[src/rtl/score_display_seq.sv]
`default_nettype none
// ============================================================================
//  Module   : score_display_seq
//  Purpose  : Converts two binary player scores to decimal with a sequential
//             shift-add-3 (double-dabble) engine and drives 2*DIGITS
//             active-low seven-segment digits. Supports optional leading-zero
//             blanking and blinking of the winning player's digits.
//  Ports    : clk      - system clock
//             reset    - synchronous active-high reset
//             score_a  - player A binary score (SCORE_W bits)
//             score_b  - player B binary score (SCORE_W bits)
//             update   - single-cycle request to latch and convert both scores
//             winner   - 00 none, 01 A, 10 B, 11 both blink
//             busy     - high while a conversion is in progress
//             hex_out  - active-low segments, digit k at [7k+6:7k] (gfedcba);
//                        digits 0..DIGITS-1 = A, DIGITS..2*DIGITS-1 = B
//  Revision : 1.0 - initial release
// ============================================================================
module score_display_seq #(
    parameter int SCORE_W   = 7,
    parameter int DIGITS    = 3,
    parameter int BLINK_DIV = 25000000,
    parameter int BLANK_LZ  = 1
) (
    input  logic                  clk,
    input  logic                  reset,
    input  logic [SCORE_W-1:0]    score_a,
    input  logic [SCORE_W-1:0]    score_b,
    input  logic                  update,
    input  logic [1:0]            winner,
    output logic                  busy,
    output logic [14*DIGITS-1:0]  hex_out
);

    function automatic longint pow10(input int n);
        longint p;
        p = 1;
        for (int i = 0; i < n; i++) p = p * 10;
        return p;
    endfunction

    localparam longint c_MAX   = pow10(DIGITS) - 1;
    localparam int     c_BCD_W = 4 * DIGITS;
    localparam int     c_SEG_W = 7 * DIGITS;
    localparam int     c_CNT_W = (SCORE_W > 1) ? $clog2(SCORE_W) : 1;
    localparam int     c_BLK_W = $clog2(BLINK_DIV);

    localparam logic [1:0] c_ST_IDLE    = 2'd0;
    localparam logic [1:0] c_ST_CONVERT = 2'd1;
    localparam logic [1:0] c_ST_COMMIT  = 2'd2;

    // One double-dabble iteration: correct every nibble that would exceed 9
    // after doubling, then shift the whole {bcd, binary} pair left by one.
    function automatic logic [c_BCD_W+SCORE_W-1:0] dd_step(
        input logic [c_BCD_W-1:0] bcd,
        input logic [SCORE_W-1:0] sh
    );
        logic [c_BCD_W-1:0] adj;
        adj = bcd;
        for (int k = 0; k < DIGITS; k++) begin
            if (bcd[4*k +: 4] >= 4'd5) adj[4*k +: 4] = bcd[4*k +: 4] + 4'd3;
        end
        return {adj, sh} << 1;
    endfunction

    function automatic logic [6:0] seg7(input logic [3:0] d);
        logic [6:0] s;
        case (d)
            4'd0:    s = 7'h40;
            4'd1:    s = 7'h79;
            4'd2:    s = 7'h24;
            4'd3:    s = 7'h30;
            4'd4:    s = 7'h19;
            4'd5:    s = 7'h12;
            4'd6:    s = 7'h02;
            4'd7:    s = 7'h78;
            4'd8:    s = 7'h00;
            4'd9:    s = 7'h10;
            default: s = 7'h7F;
        endcase
        return s;
    endfunction

    // Scans from the most significant digit down; a digit is blanked while
    // it and every digit above it are zero. The ones digit is always shown.
    function automatic logic [c_SEG_W-1:0] encode(input logic [c_BCD_W-1:0] bcd);
        logic [c_SEG_W-1:0] seg;
        logic               lead;
        seg  = '0;
        lead = 1'b1;
        for (int k = DIGITS - 1; k >= 0; k--) begin
            lead = lead && (bcd[4*k +: 4] == 4'd0);
            if ((BLANK_LZ != 0) && lead && (k != 0)) seg[7*k +: 7] = 7'h7F;
            else                                     seg[7*k +: 7] = seg7(bcd[4*k +: 4]);
        end
        return seg;
    endfunction

    logic [1:0]          r_state;
    logic [c_CNT_W-1:0]  r_cnt;
    logic [SCORE_W-1:0]  r_sh_a, r_sh_b;
    logic [c_BCD_W-1:0]  r_bcd_a, r_bcd_b;
    logic                r_busy;
    logic [c_SEG_W-1:0]  r_dig_a, r_dig_b;
    logic [c_BLK_W-1:0]  r_blk_cnt;
    logic                r_phase;

    logic [SCORE_W-1:0]  w_sat_a, w_sat_b;
    logic                w_mask_a, w_mask_b;

    // Clamp to the largest value the display can show.
    assign w_sat_a = (64'(score_a) > 64'(c_MAX)) ? SCORE_W'(c_MAX) : score_a;
    assign w_sat_b = (64'(score_b) > 64'(c_MAX)) ? SCORE_W'(c_MAX) : score_b;

    always_ff @(posedge clk) begin
        if (reset) begin
            r_state <= c_ST_IDLE;
            r_cnt   <= '0;
            r_sh_a  <= '0;
            r_sh_b  <= '0;
            r_bcd_a <= '0;
            r_bcd_b <= '0;
            r_busy  <= 1'b0;
            r_dig_a <= '1;
            r_dig_b <= '1;
        end else begin
            case (r_state)
                c_ST_IDLE: begin
                    if (update) begin
                        r_sh_a  <= w_sat_a;
                        r_sh_b  <= w_sat_b;
                        r_bcd_a <= '0;
                        r_bcd_b <= '0;
                        r_cnt   <= '0;
                        r_busy  <= 1'b1;
                        r_state <= c_ST_CONVERT;
                    end
                end
                c_ST_CONVERT: begin
                    {r_bcd_a, r_sh_a} <= dd_step(r_bcd_a, r_sh_a);
                    {r_bcd_b, r_sh_b} <= dd_step(r_bcd_b, r_sh_b);
                    if (r_cnt == c_CNT_W'(SCORE_W - 1)) begin
                        r_cnt   <= '0;
                        r_state <= c_ST_COMMIT;
                    end else begin
                        r_cnt <= r_cnt + 1'b1;
                    end
                end
                c_ST_COMMIT: begin
                    r_dig_a <= encode(r_bcd_a);
                    r_dig_b <= encode(r_bcd_b);
                    r_busy  <= 1'b0;
                    r_state <= c_ST_IDLE;
                end
                default: begin
                    r_state <= c_ST_IDLE;
                    r_busy  <= 1'b0;
                end
            endcase
        end
    end

    // Blink timebase: free-runs only while some player is selected; a change
    // between non-zero winner codes leaves it running undisturbed.
    always_ff @(posedge clk) begin
        if (reset || (winner == 2'b00)) begin
            r_blk_cnt <= '0;
            r_phase   <= 1'b0;
        end else if (r_blk_cnt == c_BLK_W'(BLINK_DIV - 1)) begin
            r_blk_cnt <= '0;
            r_phase   <= ~r_phase;
        end else begin
            r_blk_cnt <= r_blk_cnt + 1'b1;
        end
    end

    // Blank is all-ones, so masking is a plain OR over the stored digits.
    assign w_mask_a = r_phase & winner[0];
    assign w_mask_b = r_phase & winner[1];

    assign busy    = r_busy;
    assign hex_out = {r_dig_b | {c_SEG_W{w_mask_b}}, r_dig_a | {c_SEG_W{w_mask_a}}};

endmodule
`default_nettype wire

[config.mk]
export PLATFORM = sky130hd
export DESIGN_NAME = score_display_seq
export DESIGN_NICKNAME = d
export VERILOG_FILES = /design/src/rtl/score_display_seq.sv
export SDC_FILE = /design/constraint.sdc
export NUM_CORES = 1
export LEC_CHECK = 0
export BUFFER_PORTS_ARGS = -buffer_cell sky130_fd_sc_hd__buf_4
export CAP_MARGIN = 10
export CORE_MARGIN = 4
export CORE_UTILIZATION = 55
export DETAILED_ROUTE_END_ITERATION = 7
export GPL_TIMING_DRIVEN = 0
export MAX_ROUTING_LAYER = met4
export PLACE_DENSITY = 0.74
export SYNTH_ARGS = -nofsm -noshare
export SYNTH_HDL_FRONTEND = slang
export SYNTH_SLANG_ARGS = --single-unit
[constraint.sdc]
create_clock -name clk -period 4.3 [get_ports clk]
set_input_delay 0.43 -clock clk [delete_from_list [all_inputs] [get_ports clk]]
set_output_delay 0.43 -clock clk [all_outputs]
set_load 0.05 [all_outputs]
Word level (Yosys, flattened, before mapping)

Memories as Yosys holds them, arrays and structs flattened. A register that Yosys moved wholly into a read port is not among the register bits.
Cells that the tools add are included.

Bits in registers: 112
Memory bits (read-only): 672
Input port bits: 19
Output and inout bits: 43
Word-level logic and storage cells: 90
Memories kept: 6

Add/subtract/negate cells: 8
Order comparisons: 6
Equal/unequal tests: 6
Multiplexer cells: 33
Bitwise logic cells: 6
Reduce and logical (&&, ||, !) cells: 14

Memories:

| name             | words | bits a word | rd ports | clocked after Yosys merged registers in | write ports | line | text |
|---|---|---|---|---|---|---|---|
| (name not given) | 16    | 7           | 1        | 1                                       | 0           | 68   | `case (d)` |
| (name not given) | 16    | 7           | 1        | 1                                       | 0           | 68   |  |
| (name not given) | 16    | 7           | 1        | 1                                       | 0           | 68   |  |
| (name not given) | 16    | 7           | 1        | 1                                       | 0           | 68   |  |
| (name not given) | 16    | 7           | 1        | 1                                       | 0           | 68   |  |
| (name not given) | 16    | 7           | 1        | 1                                       | 0           | 68   |  |

Operator list:

| kind                    | count |
|---|---|
| $mux W4                 | 12 |
| $pmux W12 S2            | 2 |
| $mux W7                 | 6 |
| $or A21 B21 Y21         | 2 |
| $pmux W7 S2             | 2 |
| $add A25 B1 Y25 const B | 1 |
| $eq A25 B25 Y1 const B  | 1 |
| $ge A4 B3 Y1 const B    | 6 |
| $add A4 B2 Y4 const B   | 4 |
| $logic_not A4 Y1        | 4 |
| $mux W12                | 1 |
| $mux W3                 | 4 |
| $add A3 B2 Y3 const B   | 2 |
| $pmux W3 S2             | 1 |
| $reduce_and A2 Y1       | 3 |
| $logic_not A2 Y1        | 2 |
| $mux W2                 | 2 |
| $ne A2 B2 Y1 const B    | 2 |
| $pmux W2 S2             | 1 |
| $add A3 B1 Y3 const B   | 1 |
| $eq A3 B3 Y1 const B    | 1 |
| $and A1 B1 Y1           | 2 |
| $eq A2 B1 Y1 const B    | 1 |
| $eq A2 B2 Y1 const B    | 1 |
| 7 further kinds         | 9 |

Depth between registers and ports, before layout

Gate-level depths: netlist of the first run.

Depth after elaboration: 5
Mapped depth: 11
Gate-level depth less buffers: 11

Worst setup path after synthesis of the first run

Ideal clock, no wire load.

Path type: reg-to-reg
Start point: register r_bcd_a[1]
End point: register (tool-made name)
Setup time: 0.070 ns
Arrival time: 2.388 ns
Data required time: 4.230 ns
Setup slack: 1.842 ns
Stages on the path, launching flop included: 12
Buffers on the path: 0
Period minus slack after synthesis: 2.458 ns
Path through: dfxtp_1 > inv_1 > ha_1 > nand2b_1 > or3b_2 > a21oi_1 > or2_2 > inv_1 > ha_1 > o41ai_1 > a21oi_1 > a21oi_1

RTL lines:

| item                   | line | text |
|---|---|---|
| start, declared        | 102  | `logic [c_BCD_W-1:0] r_bcd_a, r_bcd_b;` |
| start signal, assigned | 140  | `{r_bcd_a, r_sh_a} <= dd_step(r_bcd_a, r_sh_a);` |

==> results.json, run 1 <==
{
  "status": "complete, no violations",
  "netlist_area_um2": 7140,
  "grt_antenna_before_repair": 0,
  "grt_max_degree": 17,
  "drtIter0Drc": 410,
  "setup_viol": 0,
  "clk_path_buf_depth": 2,
  "drc": 0,
  "m1WireLength_um": 7990,
  "numCtsBuffers": 17,
  "place_congestion": 0.901,
  "final_util_pct": 66.4,
  "clock-sinks": 140,
  "grt_overflow": 0,
  "ys_types": 78,
  "route.met3.wl_um": 887,
  "setup_tns_ns": 0,
  "io_pins": 62,
  "hold_path_class": "in2reg",
  "area_growth_pct": 17.9,
  "ir_worst_vdd_v": 0.000264,
  "syn_nets": 916,
  "nNetsFinal": 995,
  "p_total_uw": 2960,
  "top_layer_used": "met4",
  "io_buffers": 60,
  "dieArea_um2": 14900,
  "final_common_cell": "dfxtp_1",
  "drive_above_1_share_pct": 14.3,
  "cp_data_required_time_ns": 4.65,
  "num_rows": 41,
  "synthArstFlopShare_pct": 0,
  "num_vias": 6194,
  "ys_seq_area_share_pct": 39.3,
  "final.min_clock_period_ns": 2.89,
  "synth_edf_count": 0,
  "wl_met2_um": 7730,
  "routedWlPerCell_um": 15.2,
  "hpwlAfterDp_um": 12100,
  "chipHeight_um": 122,
  "clkLatencyLatePin_ns": 0.42,
  "fin_area_um2": 8420,
  "worst_pin_slew_ns": 1.10,
  "cts_tree": "done",
  "rsz0062_at_grt": "false",
  "skew_ns": 0.00608,
  "crit_fanout": 7,
  "ys_ff_latch": 140,
  "timing.final.crit_share_pct": 67.2,
  "avgSynthCellArea_um2": 8.34,
  "slew_viol_final": 0,
  "power_density_nw_per_um2": 351,
  "antenna_left": 0,
  "synth_area_leader_cell": "dfxtp_1",
  "postCtsHoldBufs": 0,
  "synthCells": 856,
  "fill_cells": 1082,
  "cts_resized": 0,
  "cts_setup_buffers": 0,
  "hold_violations": 0,
  "wl_um": 17100,
  "crit_path_start_kind": "flop",
  "start_util_pct": 56.3,
  "crit_type": "reg2reg",
  "synth_top_area_share_pct": 39.3,
  "leakagePower_uw": 0.00329,
  "ys_warn_count": 0,
  "layout_common_cells": "140 x dfxtp_1, 95 x nand2_1, 92 x nor2_1",
  "via_per_inst": 5.54,
  "fmax_ghz": 0.346,
  "die_w_um": 122,
  "place_area_um2": 7800,
  "critPathArrivalTime_ns": 3.24,
  "antennaDiodeCount": 0,
  "hold_ws_ns": 0.280,
  "ys_top_cells_by_area": "dfxtp_1 39%, ha_1 7.2%, nand2_1 5.0%, nor2_1 4.8%, nand2b_1 4.8%",
  "core_area_um2": 12700,
  "grt_pass1_wl_um": 28200,
  "htree_levels": 4,
  "grt_usage_pct": 24.6,
  "path_clk_slew_ns": 0.06,
  "dr.pass1.iters": 5,
  "drv_cap": 0,
  "cts_root_buf": "clkbuf_16",
  "synthFlopType": "dfxtp_1",
  "grt_pass1_vias": 5851,
  "end_kind": "flop",
  "slew_headroom_pct": 26.0
}
-- Yosys cell counts, drive strengths merged, types with 4 or more instances --
cell type,n
nor2b,7
nand4,5
buf,22
xnor2,15
a211o,4
a21oi,46
a2111oi,7
o21ai,47
or2,8
a221oi,5
a311oi,13
o21a,4
nor3,36
and2,6
and4,4
ha,41
a211oi,5
nand3,18
nor4,4
nor4bb,4
dfxtp,140
and3,9
o21bai,4
o22ai,22
xor2,14
nand2b,55
clkbuf,27
mux2i,4
inv,39
nor2,93
o311ai,5
o31ai,6
nand2,95
-- layer usage --
metal  GRT usage, %  vias up
met5              -        -
met4           9.87        0
met3           4.92       32
met2           38.2      161
met1           31.5     2855
li1               -     3146
-- area by class of cell --
class,instances,area (µm²),share of cell area [%]
well taps,172,215,2.56
multi-input cells,627,3960,47.0
clock buffers,21,470,5.59
plain buffers,49,231,2.75
clock inverters,10,140,1.67
repair buffers,60,450,5.35
flip-flops and latches,140,2800,33.3
inverters,40,150,1.78
-- logic make-up after synthesis --
family | synth area share [%]
AO/OA/AOI/OAI | 19.6
flip-flops | 39.3
buffers and inverters | 5.35
adder cells (fa/ha/maj) | 7.19
AND/OR/NAND/NOR | 24.4
XOR/XNOR | 3.56
multiplexers | 0.561
-- power by group --
part	internal [µW]	switching, µW
clock	953	546
combinational	46.7	85.5
sequential	1310	11.1
-- per-stage QoR --
step	cells	setup WS, ns
finish	1119	1.41
global route	1119	1.22
CTS	1119	1.43
detailed placement	1088	1.49
global placement	1088	1.45
floorplan	856	1.84
-- critical path: stages, from the launching register on --
cell and delay, ns:
dfxtp_1 0.48, inv_1 0.16, ha_1 0.25, nand2b_1 0.14
or3b_2 0.46, a21oi_1 0.22, or2_2 0.18, inv_1 0.07
ha_1 0.22, o41ai_1 0.38, a21oi_1 0.11, a21oi_1 0.16
-- worst paths after layout --
check	startpoint	endpoint	slack, ns	depth (start not counted)
max	r_bcd_a[1]	flop	1.41	11
min	score_a[1]	r_sh_a[1]	0.28	3
max reg2reg	r_bcd_a[1]	flop	1.41	11
min reg2reg	flop	r_dig_b[13]	0.44	2
No activity file was read; power rests on OpenSTA's default activity.
==> run 2, diff against run 1 <==
- ABC_AREA: unset -> 1
- clock period: 4.3 -> 2.7 ns (I/O delays scaled with it)
==> results.json, run 2 <==
{
  "status": "complete, no violations",
  "power_switching_uw": 1010,
  "core_area_um2": 12700,
  "final_common_cell": "nand2_1",
  "slew_headroom_pct": 57.4,
  "cts_resized": 0,
  "layout_common_cells": "296 x nand2_1, 145 x inv_1, 140 x dfxtp_1",
  "max_stage_delay_ns": 0.44,
  "ir_worst_vdd_v": 0.000444,
  "skew_ns": 0.00763,
  "leakagePower_uw": 0.00414,
  "final.min_clock_period_ns": 2.22,
  "postCtsHoldBufs": 0,
  "ys_top_cells_by_area": "dfxtp_1 39%, nand2_1 16%, inv_1 7.6%, ha_1 7.2%, nand3_1 4.9%",
  "clkLatencyLatePin_ns": 0.43,
  "num_rows": 41,
  "setup_viol": 0,
  "grt_pass1_vias": 5962,
  "ys_warn_count": 0,
  "chipHeight_um": 122,
  "crit_path_start_kind": "flop",
  "drv_cap": 0,
  "path_clk_slew_ns": 0.06,
  "synthCells": 1004,
  "crit_type": "reg2reg",
  "ys_seq_area_share_pct": 39.2,
  "hold_violations": 0,
  "wl_um": 16500,
  "fmax_ghz": 0.450,
  "grt_overflow": 0,
  "clock-sinks": 140,
  "ys_types": 37,
  "power.share.clock_pct": 52.2,
  "p_seq_share_pct": 43.7,
  "synthArstFlopShare_pct": 0,
  "drive_above_1_share_pct": 13.6,
  "cp_common_cell": "nand2_1",
  "synth_top_area_share_pct": 39.2,
  "p_sw_share_pct": 20.9,
  "num_vias": 6459,
  "netlist_area_um2": 7140,
  "nNetsFinal": 1143,
  "p_int_uw": 3820,
  "end_kind": "flop",
  "yosysMostFrequentCell": "nand2_1",
  "drc": 0,
  "avgSynthCellArea_um2": 7.11,
  "dr.pass1.iters": 6,
  "grt_usage_pct": 23.7,
  "io_buffers": 60,
  "worstPathCellList": "inv_1 > ha_1 > inv_1 > a21oi_1 > o21ai_0 > nand2_1 > inv_1 > ha_1 > nand3_1 > nand2_1 > nand2_1 > nand2_1",
  "cts_root_buf": "clkbuf_16",
  "via_per_inst": 5.10,
  "synthTopCellsByCount": "296 x nand2_1, 145 x inv_1, 140 x dfxtp_1, 70 x nand3_1, 66 x nor2_1",
  "critPathSlowestCell": "dfxtp_1",
  "grt_max_degree": 17,
  "rsz0062_at_grt": "false",
  "syn_nets": 1064,
  "drtIter0Drc": 571,
  "antennaDiodeCount": 0,
  "cts_setup_buffers": 0,
  "grt_antenna_before_repair": 0,
  "crit_buf_inv": 3,
  "numCtsBuffers": 17,
  "clk_path_buf_depth": 2,
  "place_congestion": 0.939,
  "cp_top_family": "simple AND/OR/NAND/NOR gates",
  "start_util_pct": 56.4,
  "critPathArrivalTime_ns": 2.55,
  "p_total_uw": 4820,
  "antenna_left": 0,
  "slew_viol_final": 0,
  "timing.final.crit_share_pct": 82.3,
  "hold_path_class": "in2reg",
  "die_w_um": 122,
  "worst_pin_slew_ns": 0.634,
  "synthFlopType": "dfxtp_1",
  "synth_edf_count": 0,
  "htree_levels": 4,
  "routedWlPerCell_um": 13.0,
  "dieArea_um2": 14900,
  "setup_tns_ns": 0,
  "power_frac_comb_pct": 4.1,
  "cts_tree": "done",
  "crit_fanout": 7,
  "hold_ws_ns": 0.105,
  "area_growth_pct": 18.2,
  "grt_pass1_wl_um": 27400,
  "cp_data_required_time_ns": 3.02,
  "hpwlAfterDp_um": 11900,
  "ys_ff_latch": 140,
  "io_pins": 62,
  "power_density_nw_per_um2": 571,
  "synth_area_leader_cell": "dfxtp_1",
  "fill_cells": 1124
}
## run 2: power groups by stage
stage | clock, µW | sequential (µW) | combinational [µW]
after global routing | 2620 | 2110 | 218
after CTS | 2540 | 2110 | 196
after floorplan | 0 | 2160 | 125
after global placement | 0 | 2150 | 194
final | 2520 | 2110 | 196
after detailed placement | 0 | 2150 | 195
## run 2: per-stage QoR
step                cells  utilization [%]  instance area (µm²)  setup WS [ns]
floorplan            1004                -                 7140          0.790
global placement     1236             61.6                 7810          0.521
detailed placement   1236             61.6                 7810          0.505
CTS                  1266             66.6                 8440          0.515
global route         1266             66.6                 8440          0.194
finish               1266             66.6                 8440          0.477
## run 2: area by class of cell
type	count	area, µm²	share of cell area, %
Multi-Input combinational cell	683	3590	42.6
Sequential cell	140	2800	33.2
Inverter	153	587	6.95
Clock buffer	23	498	5.90
Timing Repair Buffer	60	450	5.34
Tap cell	172	215	2.55
Buffer	28	160	1.90
Clock inverter	7	135	1.60
## run 2: cells by family (layout without fill, tap and decap cells)
logic type,Yosys count,count (layout),synth area share [%]
flops,140,140,39.2
simple gates,486,486,29.4
buf+inv,181,271,10.5
xor+xnor,10,10,1.23
fa+ha+maj,41,41,7.18
compound gates,146,146,12.5
## run 2: tightest hold or removal path: stages
cell	delay (ns)
buf_4	0.11
inv_1	0.04
o22ai_1	0.07
## run 2: path summary, 6_finish.rpt
check / startpoint / to / slack (ns) / cells after the start
setup / recovery: r_bcd_a[1] / flop / 0.48 / 12
hold / removal: score_b[0] / r_sh_b[0] / 0.11 / 3
setup reg to reg: r_bcd_a[1] / flop / 0.48 / 12
hold reg to reg: flop / r_dig_a[18] / 0.44 / 2
## run 2: routing by layer
metal | track usage [%] | vias to the layer above | share of wire [%]
met5 | - | - | 0
met4 | 8.33 | 0 | 1.9
met3 | 5.25 | 28 | 5.2
met2 | 37.9 | 148 | 47
met1 | 29.8 | 2915 | 46
li1 | - | 3368 | -
==> run 3, diff against run 2 <==
- CORE_UTILIZATION: 55 -> 54
- PLACE_DENSITY: 0.74 -> 0.76
- clock period: 2.7 -> 1.86 ns (I/O delays scaled with it)
==> results.json, run 3 (synthesis gave the netlist of run 2 again) <==
{
  "via_per_inst": 5.27,
  "grt_use_met3_pct": 5.22,
  "p_total_uw": 7010,
  "setup_viol": 1,
  "io_buffers": 60,
  "pre_cts_ws_ns": -0.283,
  "dieArea_um2": 15100,
  "place_congestion": 0.946,
  "start_util_pct": 55.9,
  "ir_worst_vdd_v": 0.000673,
  "crit_path_start_kind": "flop",
  "hold_violations": 0,
  "leakagePower_uw": 0.00446,
  "dr.pass1.iters": 7,
  "clock-sinks": 140,
  "final.min_clock_period_ns": 1.88,
  "worst_pin_slew_ns": 0.589,
  "crit_fanout": 5,
  "drtIter0Drc": 537,
  "end_kind": "flop",
  "htree_levels": 4,
  "cts_root_buf": "clkbuf_16",
  "final_common_cell": "nand2_1",
  "p_seq_share_pct": 43.5,
  "drv_cap": 0,
  "grt_usage_pct": 23.4,
  "skew_ns": 0.00996,
  "power.share.clock_pct": 51.6,
  "r2r_slack_ns": -0.02,
  "hold_ws_ns": 0.0257,
  "die_w_um": 123,
  "status": "finished, violations left",
  "hpwlAfterDp_um": 11600,
  "power_density_nw_per_um2": 761,
  "p_sw_share_pct": 22.4,
  "antenna_left": 0,
  "area_growth_pct": 29.0,
  "final_util_pct": 72.1,
  "num_vias": 6897,
  "num_rows": 41,
  "crit_type": "reg2reg",
  "io_pins": 62,
  "nNetsFinal": 1184,
  "slew_headroom_pct": 60.5,
  "timing.final.crit_share_pct": 101,
  "critPathArrivalTime_ns": 2.18,
  "power_switching_uw": 1570,
  "fmax_ghz": 0.533,
  "core_area_um2": 12800,
  "clk_path_buf_depth": 2,
  "grt_max_degree": 17,
  "hold_path_class": "in2reg",
  "grt_overflow": 0,
  "postCtsHoldBufs": 0,
  "slew_viol_final": 0,
  "p_int_uw": 5450,
  "drc": 0,
  "grt_pass1_vias": 5980,
  "setup_slack_ns": -0.0177,
  "wl_um": 18700,
  "power_frac_comb_pct": 4.9,
  "violations": "setup timing",
  "met2_usage_pct": 37.5,
  "antennaDiodeCount": 0,
  "layout_common_cells": "268 x nand2_1, 124 x dfxtp_1, 118 x inv_1",
  "cts_tree": "done",
  "drive_above_1_share_pct": 26.4,
  "numCtsBuffers": 17,
  "routedWlPerCell_um": 14.3,
  "grt_util_met1_pct": 29.3,
  "grt_most_used_layer": "met2",
  "chipHeight_um": 123,
  "clkLatencyLatePin_ns": 0.43,
  "path_clk_slew_ns": 0.06,
  "grt_antenna_before_repair": 0,
  "cp_data_required_time_ns": 2.16,
  "grt_pass1_wl_um": 27500
}
run 3: cell types whose count changed in the layout (fill, tap and decap cells not counted), moves of 9 or more:
cell and change:
buf_4 +37, nand2_1 -28, inv_1 -27, ha_1 -19
nand2_2 +18, dfxtp_1 -16, inv_2 +13, inv_4 +13
ha_4 +11, nand2_4 +10, nand3_1 -10, nand3_2 +9
run 3: repair_timing:
item | CTS | global route
resized for setup | 47 | 109
setup buffers | 4 | 38
endpoints found under the setup margin | 64 | 53
pin swaps | 5 | 31
run 3: path summary, 6_finish.rpt:
kind	start	to	depth (start not counted)
max	r_bcd_b[9]	flop	12
min	score_b[0]	r_sh_b[0]	3
max reg2reg	r_bcd_b[9]	flop	12
min reg2reg	flop	r_dig_a[19]	2
run 3: final cells by class:
class,instances,area [µm²]
flip-flops and latches,140,2840
inverters,153,624
clock buffers,18,439
multi-input cells,683,3950
repair buffers,102,790
well taps,172,215
fillers,950,3560
clock inverters,14,193
plain buffers,27,156
run 3: power by group through the flow:
stage,registers [µW],clock network (µW),logic [µW]
finish,3050,3620,346
global route,3050,3780,378
CTS,3060,3630,298
detailed placement,3130,0,282
global placement,3120,0,281
floorplan,3130,0,182
run 3: critical path: stages (launching register included):
cell	delay [ns]
dfxtp_2	0.35
inv_4	0.05
ha_4	0.16
nand2_1	0.12
nand4_1	0.11
nand3_1	0.12
nand2_2	0.11
nand2_4	0.12
inv_4	0.05
ha_2	0.17
nand3b_1	0.21
nand3_1	0.12
nand2_1	0.06
run 3: per-stage QoR:
| step | std cells | TNS [ns] | cell area (µm²) |
|---|---|---|---|
| after floorplan | 1004 | -0.0132 | 7150 |
| after global placement | 1236 | -4.02 | 7810 |
| after detailed placement | 1236 | -4.52 | 7810 |
| after CTS | 1272 | -0.149 | 8570 |
| after global routing | 1309 | -0.459 | 9210 |
| final | 1309 | -0.0177 | 9210 |
run 3: per-layer routing:
| metal | wire, µm | vias to the layer above |
|---|---|---|
| li1 | - | 3462 |
| met1 | 8090 | 3168 |
| met2 | 9140 | 218 |
| met3 | 994 | 49 |
| met4 | 467 | 0 |
| met5 | 0 | - |
